$ cat config.mk
export PLATFORM = sky130hd
export DESIGN_NAME = cpu_uart_receiver
export DESIGN_NICKNAME = d
export VERILOG_FILES = /design/src/rtl/cpu_uart_receiver.sv
export SDC_FILE = /design/constraint.sdc
export NUM_CORES = 1
export LEC_CHECK = 0
export CAP_MARGIN = 20
export CELL_PAD_IN_SITES_DETAIL_PLACEMENT = 0
export CELL_PAD_IN_SITES_GLOBAL_PLACEMENT = 2
export CORE_AREA = 4 4 77 79
export CTS_BUF_LIST = sky130_fd_sc_hd__clkbuf_4 sky130_fd_sc_hd__clkbuf_8
export CTS_CLUSTER_DIAMETER = 100
export CTS_CLUSTER_SIZE = 25
export DETAILED_ROUTE_END_ITERATION = 7
export DIE_AREA = 0 0 81 83
export GPL_TIMING_DRIVEN = 1
export PLACE_DENSITY_LB_ADDON = 0.08
export SLEW_MARGIN = 30
export SYNTH_ARGS = -nofsm -noshare
export SYNTH_HDL_FRONTEND = slang
export SYNTH_SLANG_ARGS = --single-unit
$ cat constraint.sdc
create_clock -name clk -period 2.6 [get_ports clk]
set_input_delay 0.65 -clock clk [delete_from_list [all_inputs] [get_ports clk]]
set_output_delay 0.65 -clock clk [all_outputs]
set_load 0.03 [all_outputs]
$ cat src/rtl/cpu_uart_receiver.sv
// 8N1 UART receiver: 2-flop synchronizer, oversampling tick divider, frame FSM
// and a CPU-side status/acknowledge handshake with sticky error flags.
//
// state     | meaning
// ----------+---------------------------------------------------------------
// IDLE      | line high, waiting for a falling start edge
// START     | qualifying the start bit at its centre
// DATA      | sampling 8 data bits at bit centres, LSB first
// STOP      | sampling the stop bit, publishing the byte or flagging FERR
// WAIT_HIGH | line must return high before another start is accepted
module cpu_uart_receiver #(
  parameter int CLKS_PER_TICK = 651,
  parameter int OVERSAMPLE    = 16
) (
  input  logic       clk,
  input  logic       reset,
  input  logic       UART_RX,
  input  logic       RX_READ,
  output logic [7:0] RX_DATA,
  output logic       RX_STATUS,
  output logic       RX_FERR,
  output logic       RX_OVERRUN
);

  localparam int DW = (CLKS_PER_TICK > 2) ? $clog2(CLKS_PER_TICK) : 1;
  localparam int TW = $clog2(OVERSAMPLE);

  localparam logic [DW-1:0] DIV_LAST  = DW'(CLKS_PER_TICK - 1);
  localparam logic [TW-1:0] TICK_LAST = TW'(OVERSAMPLE - 1);
  localparam logic [TW-1:0] HALF_LAST = TW'(OVERSAMPLE / 2 - 1);

  localparam logic [2:0] ST_IDLE      = 3'd0;
  localparam logic [2:0] ST_START     = 3'd1;
  localparam logic [2:0] ST_DATA      = 3'd2;
  localparam logic [2:0] ST_STOP      = 3'd3;
  localparam logic [2:0] ST_WAIT_HIGH = 3'd4;

  logic          rx_meta;
  logic          rx_s;
  logic [DW-1:0] div_cnt;
  logic          tick;
  logic [2:0]    state;
  logic [TW-1:0] tick_cnt;
  logic [2:0]    bit_cnt;
  logic [7:0]    shift_reg;
  logic          frame_ok;
  logic          frame_bad;

  always_ff @(posedge clk) begin
    if (!reset) begin
      rx_meta <= 1'b1;
      rx_s    <= 1'b1;
    end else begin
      rx_meta <= UART_RX;
      rx_s    <= rx_meta;
    end
  end

  assign tick = (div_cnt == DIV_LAST);

  // Restarting the divider on the start edge puts every sample point at a fixed
  // offset from that edge, independent of where the free-running phase was.
  always_ff @(posedge clk) begin
    if (!reset) begin
      div_cnt <= '0;
    end else if ((state == ST_IDLE) && !rx_s) begin
      div_cnt <= '0;
    end else if (tick) begin
      div_cnt <= '0;
    end else begin
      div_cnt <= div_cnt + DW'(1);
    end
  end

  always_comb begin
    frame_ok  = 1'b0;
    frame_bad = 1'b0;
    if ((state == ST_STOP) && tick && (tick_cnt == TICK_LAST)) begin
      frame_ok  = rx_s;
      frame_bad = !rx_s;
    end
  end

  always_ff @(posedge clk) begin
    if (!reset) begin
      state     <= ST_IDLE;
      tick_cnt  <= '0;
      bit_cnt   <= '0;
      shift_reg <= '0;
    end else begin
      case (state)
        ST_IDLE: begin
          tick_cnt <= '0;
          if (!rx_s) state <= ST_START;
        end
        ST_START: begin
          if (tick) begin
            if (tick_cnt == HALF_LAST) begin
              tick_cnt <= '0;
              bit_cnt  <= '0;
              state    <= rx_s ? ST_IDLE : ST_DATA;
            end else begin
              tick_cnt <= tick_cnt + TW'(1);
            end
          end
        end
        ST_DATA: begin
          if (tick) begin
            if (tick_cnt == TICK_LAST) begin
              shift_reg[bit_cnt] <= rx_s;
              tick_cnt           <= '0;
              bit_cnt            <= bit_cnt + 3'd1;
              if (bit_cnt == 3'd7) state <= ST_STOP;
            end else begin
              tick_cnt <= tick_cnt + TW'(1);
            end
          end
        end
        ST_STOP: begin
          if (tick) begin
            if (tick_cnt == TICK_LAST) begin
              tick_cnt <= '0;
              state    <= ST_WAIT_HIGH;
            end else begin
              tick_cnt <= tick_cnt + TW'(1);
            end
          end
        end
        ST_WAIT_HIGH: begin
          if (rx_s) state <= ST_IDLE;
        end
        default: state <= ST_IDLE;
      endcase
    end
  end

  // A completing byte takes priority over a coincident CPU acknowledge.
  always_ff @(posedge clk) begin
    if (!reset) begin
      RX_DATA    <= 8'h00;
      RX_STATUS  <= 1'b0;
      RX_FERR    <= 1'b0;
      RX_OVERRUN <= 1'b0;
    end else begin
      if (frame_ok) begin
        RX_DATA   <= shift_reg;
        RX_STATUS <= 1'b1;
      end else if (RX_READ) begin
        RX_STATUS <= 1'b0;
      end

      if (frame_bad)    RX_FERR <= 1'b1;
      else if (RX_READ) RX_FERR <= 1'b0;

      if (frame_ok && RX_STATUS && !RX_READ) RX_OVERRUN <= 1'b1;
      else if (RX_READ)                      RX_OVERRUN <= 1'b0;
    end
  end

endmodule

==> reports/qor.txt <==
Outcome -> finished, final reports clean
Area growth, synth to finish -> 15.8%
Syn Inst Count -> 210
Syn_nets -> 219
Setup TNS -> 0 ns
Fmax -> 502 MHz
FFs w/ async S/R, synth -> 0%
Final hold vios -> 0
CP arrival -> 2.19 ns
Worst relative slew slack -> 49.4%
Syn Std Cell Area -> 1920 um^2
Hold Crit Class -> register to register
DRC errors left -> 0
Least-Margin Pin Slew -> 0.757 ns
Inserted Clock Buffers -> 5
Sequential share of power -> 57.1%
HPWL after detailed placement -> 2.91 mm
Clock transition at path regs -> 0.08 ns
Final Instance Area -> 2220 um^2
Clk_lat worst skew -> 0.30 ns
Layout Nets -> 233
Die Area -> 6720 um^2
Ys flop type -> dfxtp_1
Ant. Diodes -> 0
Root Driver -> clkbuf_8
FF-to-FF setup slack -> 0.61 ns
Req. time, crit path -> 2.79 ns
Internal -> 0.865 mW
Core Util, Final -> 41.6%
Tmin final -> 1.99 ns
Area of the core -> 5340 um^2
FILL cells -> 578
Clock Tree Buf Depth -> 2
Net Sw Frac -> 23.1%
Die Height -> 83 um
Drt via density -> 4.93
Maximum vdd ir drop -> 0.332 mV
CTS tree -> built
Power, Total -> 1.12 mW
Most frequent cells in the layout -> dfxtp_1 (41), nand2_1 (34), nor2_1 (21)
Max reg flops -> 10
Yosys warning total -> 0
Crit Path Class -> register to register
GRT overflow -> 0
Number of max-cap violations -> 0
Synth Area per Inst -> 9.13 um^2
Synthesized flop and latch total -> 41
Commonest non-fill, non-tap cell in the layout -> dfxtp_1
Die width -> 81 um
Post_cts resized -> 0
Seq/Total Area, Yosys -> 42.8%
Final wirelength -> 3.95 mm
Total global-route track usage -> 12.9%
Global-route wire length before repair -> 6.71 mm
Switch Pwr -> 0.260 mW
Peak fanout along the critical path -> 9
Setup WS pre-CTS -> 0.537 ns
Pre-Repair DR Iteration Count -> 6
Vias -> 1,463
DP Cell Count -> 289
Setup violators final -> 0
Initial Util -> 35.9%
CTS Sinks -> 41
Hold Slack -> 0.427 ns
Largest net degree at the start of global routing -> 19
Power Dens Cells -> 507 nW/um^2
Hold buffers post-CTS -> 0
Clock share of power -> 39.4%
Setup WS post-layout -> 0.609 ns
I/O pin total -> 15
Share of cells above drive strength 1 -> 10.2%
Period utilization -> 76.6%
Unrepaired setup endpoints after global routing -> no
Combinational group share of total power -> 3.5%
Worst setup SP type -> register
Port Buffers -> 14
Post-DRT Antenna Nets -> 0
Library cells used by synthesis -> 49
EDFF count, synth -> 0
Slew Limit Fails -> 0
Post-DP Area -> 2120 um^2
Drt initial violations -> 83
Antenna violations before repair -> 0
FP Rows -> 27
Routed WL per cell -> 13.3 um
LEAKAGE -> 0.792 nW
Layout Cells excl Fill -> 297
# Post-CTS Setup Buffers -> 0
Vias in the first global route -> 1,420
CP endpoint kind -> register
CTS H-tree depth -> 2
Clock Skew -> 0.00735 ns
Placer congestion estimate -> 0.790
final timing paths:
check             startpoint         end  cells past startpoint
hold / removal       rx_meta        rx_s                      1
hold reg to reg      rx_meta        rx_s                      1
setup / recovery  div_cnt[0]  bit_cnt[0]                      6
setup reg to reg  div_cnt[0]  bit_cnt[0]                      6
cell families (layout without fill, tap and decap cells):
family / Yosys count / in the layout / share of synthesized area [%]
DFF: 41 / 41 / 42.8
muxes: 18 / 18 / 9.40
and+or+nand+nor: 103 / 103 / 28.9
adders and majority gates: 5 / 5 / 3.26
buffers and inverters: 13 / 28 / 3.00
xor gates and xnor gates: 9 / 9 / 4.11
AOI/OAI and AO/OA: 21 / 21 / 8.49
critical path: stages (launching register included):
cell and delay, ns:
dfxtp_1 0.35, inv_1 0.07, ha_1 0.14, and4bb_2 0.29, nand3_4 0.14, or4_4 0.57, o41ai_1 0.33
synth_stat cells, types with 2 or more instances:
master	number	area, um^2
o41ai_1	2	17.5
clkbuf_1	8	30.0
nor4_1	2	12.5
o21a_1	2	15.0
nand4b_1	2	17.5
nor2_1	21	78.8
o22ai_1	2	12.5
xor2_1	2	17.5
nor3b_1	2	15.0
dfxtp_1	41	821
a21boi_0	2	15.0
nand3_1	8	40.0
xnor2_1	7	61.3
a21oi_1	4	20.0
and3_1	2	12.5
nor2b_1	3	18.8
and2_1	3	18.8
nor3_1	4	20.0
nand2_1	34	128
ha_1	5	62.6
inv_1	3	11.3
nand2b_1	5	31.3
nand4_1	3	18.8
mux2i_1	18	180
cell type report:
type                    instances  area [um^2]  area share, %
clock buffers                   6         82.6           3.72
clock inverters                 2         13.8          0.620
inverters                       3         11.3          0.507
multi-input cells             156         1040           46.8
flip-flops and latches         41          821           37.0
well taps                      72         90.1           4.06
repair buffers                 17          163           7.33
power groups by stage:
stage / registers (mW) / clock network, mW / logic [mW]
2_1_floorplan: 0.654 / 0 / 0.0302
4_1_cts: 0.642 / 0.462 / 0.0401
6_report: 0.642 / 0.444 / 0.0395
3_5_place_dp: 0.657 / 0 / 0.0400
5_1_grt: 0.644 / 0.491 / 0.0443
3_3_place_gp: 0.657 / 0 / 0.0393
layer usage:
metal  wire, um  share of wire, %  global-route usage, %
met1       1960                49                   17.0
met5          0                 0                      0
met4         99               2.5                   6.14
met3        148               3.7                   3.80
met2       1750                44                   18.9
Note: power is estimated with default switching activity, not from simulation.
